$ cat src/rtl/ex_hazard_controller.sv
// EX-stage hazard controller: shadow EX/MEM/WB destination tracking, registered
// operand forwarding selects, load-use stall and multi-cycle mispredict flush.
// Optional performance counters are enabled with the HAZARD_PERF_EN macro.
module ex_hazard_controller #(
   parameter int REG_ADDR_W   = 5,
   parameter int FLUSH_CYCLES = 2
) (
   input  logic                  clk,
   input  logic                  reset,
   input  logic                  id_valid,
   input  logic [REG_ADDR_W-1:0] id_rs1,
   input  logic [REG_ADDR_W-1:0] id_rs2,
   input  logic [REG_ADDR_W-1:0] id_rd,
   input  logic                  id_reg_write,
   input  logic                  id_mem_read,
   input  logic                  ex_branch_valid,
   input  logic                  ex_isValid,
   output logic [1:0]            A_sel,
   output logic [1:0]            B_sel,
   output logic                  stall_if_id,
   output logic                  flush_if_id,
   output logic                  flush_id_ex,
`ifdef HAZARD_PERF_EN
   output logic [31:0]           stall_count,
   output logic [31:0]           flush_count,
`endif
   output logic                  busy_flush
);

   typedef struct packed {
      logic                  valid;
      logic [REG_ADDR_W-1:0] rd;
      logic                  reg_write;
      logic                  mem_read;
   } stage_t;

   localparam stage_t STAGE_NONE = '{valid: 1'b0, rd: {REG_ADDR_W{1'b0}},
                                     reg_write: 1'b0, mem_read: 1'b0};
   localparam logic [3:0] FLUSH_RELOAD = 4'(FLUSH_CYCLES - 1);

   // Index 0 = EXs, 1 = MEMs, 2 = WBs
   stage_t     shadow_q [3];
   stage_t     shadow_d [3];
   logic [3:0] cnt_q, cnt_d;
   logic [1:0] a_sel_q, a_sel_d, b_sel_q, b_sel_d;
   logic       mispredict_s, flush_s, load_use_s, stall_s, bubble_s;

   // A load in EXs cannot supply MEM-stage data yet, so it is skipped here.
   function automatic logic [1:0] fwd_sel(input logic [REG_ADDR_W-1:0] rs,
                                          input stage_t ex_st, input stage_t mem_st);
      logic [1:0] sel;
      if (rs == {REG_ADDR_W{1'b0}}) begin
         sel = 2'b00;
      end else if (ex_st.valid && ex_st.reg_write && (ex_st.rd == rs) && !ex_st.mem_read) begin
         sel = 2'b01;
      end else if (mem_st.valid && mem_st.reg_write && (mem_st.rd == rs)) begin
         sel = 2'b10;
      end else begin
         sel = 2'b00;
      end
      return sel;
   endfunction

   // Hazard detection, flush sequencing, shadow advance and select computation.
   always_comb begin
      mispredict_s = ex_branch_valid && !ex_isValid;
      flush_s      = mispredict_s || (cnt_q != 4'd0);
      load_use_s   = id_valid && shadow_q[0].valid && shadow_q[0].mem_read &&
                     shadow_q[0].reg_write && (shadow_q[0].rd != {REG_ADDR_W{1'b0}}) &&
                     ((shadow_q[0].rd == id_rs1) || (shadow_q[0].rd == id_rs2));
      stall_s      = load_use_s && !flush_s;
      bubble_s     = flush_s || stall_s;

      if (mispredict_s) begin
         cnt_d = FLUSH_RELOAD;
      end else if (cnt_q != 4'd0) begin
         cnt_d = cnt_q - 4'd1;
      end else begin
         cnt_d = 4'd0;
      end

      shadow_d[2] = shadow_q[1];
      shadow_d[1] = shadow_q[0];
      if (bubble_s) begin
         shadow_d[0] = STAGE_NONE;
      end else begin
         shadow_d[0] = '{valid: id_valid, rd: id_rd,
                         reg_write: id_reg_write, mem_read: id_mem_read};
      end

      if (bubble_s || !id_valid) begin
         a_sel_d = 2'b00;
         b_sel_d = 2'b00;
      end else begin
         a_sel_d = fwd_sel(id_rs1, shadow_q[0], shadow_q[1]);
         b_sel_d = fwd_sel(id_rs2, shadow_q[0], shadow_q[1]);
      end
   end

   // State registers.
   always_ff @(posedge clk or negedge reset) begin
      if (!reset) begin
         for (int i = 0; i < 3; i++) begin
            shadow_q[i] <= STAGE_NONE;
         end
         cnt_q   <= 4'd0;
         a_sel_q <= 2'b00;
         b_sel_q <= 2'b00;
      end else begin
         for (int i = 0; i < 3; i++) begin
            shadow_q[i] <= shadow_d[i];
         end
         cnt_q   <= cnt_d;
         a_sel_q <= a_sel_d;
         b_sel_q <= b_sel_d;
      end
   end

   assign A_sel       = a_sel_q;
   assign B_sel       = b_sel_q;
   assign stall_if_id = stall_s;
   assign flush_if_id = flush_s;
   assign flush_id_ex = bubble_s;
   assign busy_flush  = (cnt_q != 4'd0);

`ifdef HAZARD_PERF_EN
   logic [31:0] stall_count_q, stall_count_d, flush_count_q, flush_count_d;

   // Event counters; both wrap naturally at 2^32.
   always_comb begin
      stall_count_d = stall_s      ? (stall_count_q + 32'd1) : stall_count_q;
      flush_count_d = mispredict_s ? (flush_count_q + 32'd1) : flush_count_q;
   end

   // Counter registers.
   always_ff @(posedge clk or negedge reset) begin
      if (!reset) begin
         stall_count_q <= 32'd0;
         flush_count_q <= 32'd0;
      end else begin
         stall_count_q <= stall_count_d;
         flush_count_q <= flush_count_d;
      end
   end

   assign stall_count = stall_count_q;
   assign flush_count = flush_count_q;
`endif

endmodule

$ cat config.mk
export PLATFORM = sky130hd
export DESIGN_NAME = ex_hazard_controller
export DESIGN_NICKNAME = d
export VERILOG_FILES = /design/src/rtl/ex_hazard_controller.sv
export SDC_FILE = /design/constraint.sdc
export NUM_CORES = 1
export LEC_CHECK = 0
export BUFFER_PORTS_ARGS = -buffer_cell sky130_fd_sc_hd__buf_2
export CAP_MARGIN = 10
export CORE_UTILIZATION = 55
export DETAILED_ROUTE_END_ITERATION = 8
export HOLD_SLACK_MARGIN = 0.15
export PLACE_DENSITY = 0.88
export SLEW_MARGIN = 20
export SYNTH_ARGS = -nofsm -noshare
export SYNTH_HDL_FRONTEND = slang
export SYNTH_SLANG_ARGS = --single-unit
export TNS_END_PERCENT = 30
$ cat constraint.sdc
create_clock -name clk -period 3.79 [get_ports clk]
set_input_delay 0.379 -clock clk [delete_from_list [all_inputs] [get_ports clk]]
set_output_delay 0.379 -clock clk [all_outputs]
set_load 0.1 [all_outputs]
# Word level (Yosys, flattened, before mapping)
# Index checks and enable logic that the tools add are counted.
[totals]
memories = 0
latchBits = 0
in_bits = 22
output_inout_bits = 8
word_cells = 53
ram_bits = 0
mem_bits_ro = 0
regBits = 23
[classes]
shift = 0
add_sub_neg = 1
n_bitwise = 0
reduce_logical = 27
eq_ne = 4
div = 0
n_mul = 0
n_lt_le_gt_ge = 0
mux = 11
[ops]
columns = ["op", "count"]
rows = [
  ["== test 5 bit", 4],
  ["two-way mux 2 bit", 8],
  ["logical AND 1 bit", 15],
  ["zero test 5 bit", 2],
  ["two-way mux 4 bit", 2],
  ["two-way mux 8 bit", 1],
  ["nonzero test 5 bit", 1],
  ["zero test 1 bit", 4],
  ["logical OR 1 bit", 4],
  ["nonzero test 4 bit", 1],
  ["subtractor 4 x 1 -> 4 bit, second input constant", 1],
]

# Logic depth before layout (Yosys ltp)
[logic_depth]
depth_word = 9
depth_mapped = 7
mapped_depth_nobuf = 7

# Worst setup path after synthesis
# No wires, ideal clock.
[synth_path]
kind = "register -> output"
start = "register cnt_q[0]"
end = "output stall_if_id"
arrival_ns = 4.293
path_buffers = 0
required_ns = 3.411
stages_incl_launch_ff = 8
setup_slack_ns = -0.882
cell_sequence = "dfrtp_1 -> inv_1 -> ha_1 -> nor3b_2 -> inv_1 -> nor2_2 -> inv_1 -> nor3_1"
[synth_via]
elab_chain_len = 4
[synth_rtl]
columns = ["item", "line", "rtl"]
rows = [
  ["start: declaration", "44", "logic [3:0] cnt_q, cnt_d;"],
  ["start signal: assignment", "113", "cnt_q <= cnt_d;"],
  ["nonzero test 4 bit", "-", ""],
  ["via busy_flush", "27", "output logic busy_flush"],
  ["logical OR 1 bit", "67", "flush_s = mispredict_s || (cnt_q != 4'd0);"],
  ["via flush_if_id", "21", "output logic flush_if_id,"],
  ["zero test 1 bit", "71", "stall_s = load_use_s && !flush_s;"],
  ["logical AND 1 bit", "71", ""],
  ["end: declaration", "20", "output logic stall_if_id,"],
]
# The timed path passes the listed nets, and every way through them passes these cells.

# Worst setup path in the final report
[layout_path]
start = "register cnt_q[0]"
end = "output stall_if_id"
[layout_via]
elab_chain_len = 4
[layout_rtl]
columns = ["item", "line"]
rows = [
  ["nonzero test 4 bit", "67"],
  ["logical OR 1 bit", "67"],
  ["zero test 1 bit", "71"],
  ["logical AND 1 bit", "71"],
]
# Every way passes these cells.

==> out/qor.yml <==
grt_use_met2_pct: 40.0
dieArea_um2: 2270
p_leak_nw: 0.666
fin_nets: 165
syn_to_final_growth_pct: 18.5
yosysTopAreaCell: "dfrtp_1"
drt-initial-drc-count: 13
grt_pass1_wl_mm: 3.48
synth-main-ff-cell: "dfrtp_1"
endpoint_kind: "primary output"
num_antenna_cells: 0
fmax_mhz: 359
wl_per_cell_um: 13.4
worst_pin_slew_ns: 0.855
slew_violations: 0
grt_util_met3_pct: 4.53
routed_wl_mm: 2.25
ys_seq_area_share_pct: 50.3
drc: 0
place_hpwl_mm: 1.71
fin_tns_setup_ns: 0
grt-busiest-layer: "met2"
io_pins: 30
start_util_pct: 58.4
gr-total-overflow: 0
cts_tree: "done"
synth_commonest_cells: "dfrtp_1 (23), xor2_1 (14), a21oi_1 (10)"
antenna_found_initial: 0
row_count: 16
grt_usage_pct: 22.8
fillers: 170
place.gp.congestion: 0.921
ys_types: 30
die_w_um: 47.6
insertion_delay_ns: 0.30
dp.cells: 163
worstReg2RegStart: "cnt_q[0]"
crit_start: "cnt_q[0]"
synth-edff-count: 0
first_global_vias: 849
power_density_nw_per_um2: 614
num_vias: 905
outcome: "complete, no violations"
setup_viol: 0
final_cells: 168
path_class: "reg -> out"
cts_made_buffers: 3
ys_ff_latch: 23
synth.area.top_cells: "dfrtp_1 (50%), xor2_1 (11%), xnor2_1 (4.6%)"
core_area_um2: 1960
cts.path.max_buffers: 2
synth_top_area_share_pct: 50.3
htreeDepth: 1
post-cts-setup-buffers: 0
worstPathRequired_ns: 3.41
die_y_um: 47.6
synth_most_common_cell: "dfrtp_1"
syn_nets: 132
cp-start-kind: "register"
port_buffers: 29
period_share_pct: 73.5
yosysWarnings: 0
via_per_inst: 5.39
synthCells: 109
slew_headroom_pct: 43.0
final_antenna_net_count: 0
hold_viol_final: 0
cap_violations: 0
netlist_area_um2: 1140
hp-class: "in -> reg"
pre_cts_ws_ns: 1.34
drt_first_pass_iters: 4
rsz0062_at_grt: "no"
grt_util_met1_pct: 27.2
path_clk_slew_ns: 0.11
async_flop_share_pct: 100
cts.sinks: 23
min_period_ns: 2.79
grt_max_degree: 24
ir_worst_vdd_v: 0.000693
critPathArrivalTime_ns: 2.41
min-delay-start: "id_rd[0]"
worstPathMaxFanout: 9
final.setup_skew_ns: 0.000903
cts-root-buf: "clkbuf_4"
setup_ws_ns: 1.00
layout-drive-gt1-share_pct: 27.0
syn_area_per_cell_um2: 10.5
power.total_mw: 0.833
==> power breakdown <==
part | internal, mW | leakage (nW) | switching, mW
logic | 0.109 | 0.340 | 0.256
clock network | 0.0411 | 0.0150 | 0.0667
registers | 0.303 | 0.311 | 0.0574
total | 0.453 | 0.666 | 0.380
==> cells in the final DEF, fill, tap and decap left out, drive strengths merged, types with 2 or more instances in the layout <==
cell,netlist,final
nand2b,2,2
xor2,14,14
buf,1,29
nand3,2,2
nand2,8,8
a21oi,10,10
xnor2,6,6
nor3,6,6
o21ai,4,4
or4,2,2
clkbuf,1,4
dfrtp,23,23
and3,2,2
inv,5,5
nor2,7,7
nand4,3,3
a2111oi,2,2
nor2b,2,2
==> per-layer routing <==
metal  wire, µm  part of all wire [%]
met5          0                     0
met1        962                    43
met4         40                   1.8
met2       1140                    51
met3        107                   4.8
==> critical path, cell delays in order (launching register included) <==
cell and delay, ns:
dfrtp_1 0.40, inv_1 0.07, ha_1 0.20, nor3b_2 0.29, inv_1 0.10, nor2_2 0.28, inv_1 0.14, nor3_4 0.18
buf_2 0.44
==> stage by stage <==
| step | cell area (µm²) | utilization, % | hold slack [ns] |
|---|---|---|---|
| 3_3_place_gp | 1320 | 67.3 | 0.363 |
| 3_5_place_dp | 1320 | 67.3 | 0.369 |
| 6_report | 1360 | 69.1 | 0.271 |
| 2_1_floorplan | 1160 | - | 0.0834 |
| 4_1_cts | 1360 | 69.1 | 0.264 |
| 5_1_grt | 1360 | 69.1 | 0.279 |
==> flip-flops by register name, indices dropped and copies added (netlist names) <==
name / count
shadow_d: 15
A_sel: 2
B_sel: 2
cnt_q: 4
==> what timing repair did <==
item                                   4_1_cts  5_1_grt
gates resized for setup                      0        0
endpoints found under the hold margin       23        0
hold buffers                                 1        0
setup endpoints to repair                    0        0
==> kinds of logic (layout without fill, tap and decap cells) <==
family,count (synthesis),in the layout,share of synthesized area [%]
compound gates,20,20,12.7
xor+xnor,20,20,15.3
fa+ha+maj,1,1,1.09
buf+inv,7,39,2.95
flops,23,23,50.3
simple gates,38,38,17.7
==> path summary, 6_finish.rpt <==
check / end / slack (ns) / cells past startpoint
max reg2reg: A_sel[1] / 2.00 / 6
max in group asynchronous: shadow_d[1] / 2.90 / 2
max: stall_if_id / 1.00 / 8
min in group asynchronous: shadow_d[4] / 0.56 / 2
min reg2reg: shadow_d[7] / 0.43 / 0
min: shadow_d[10] / 0.27 / 3
==> cell type report <==
class | count | area (µm²) | share of cell area, %
Timing Repair Buffer | 30 | 155 | 11.4
Clock buffer | 4 | 26.3 | 1.94
Sequential cell | 23 | 576 | 42.4
Multi-Input combinational cell | 79 | 547 | 40.3
Tap cell | 27 | 33.8 | 2.49
Inverter | 5 | 18.8 | 1.38
No activity file was read; power rests on OpenSTA's default activity.
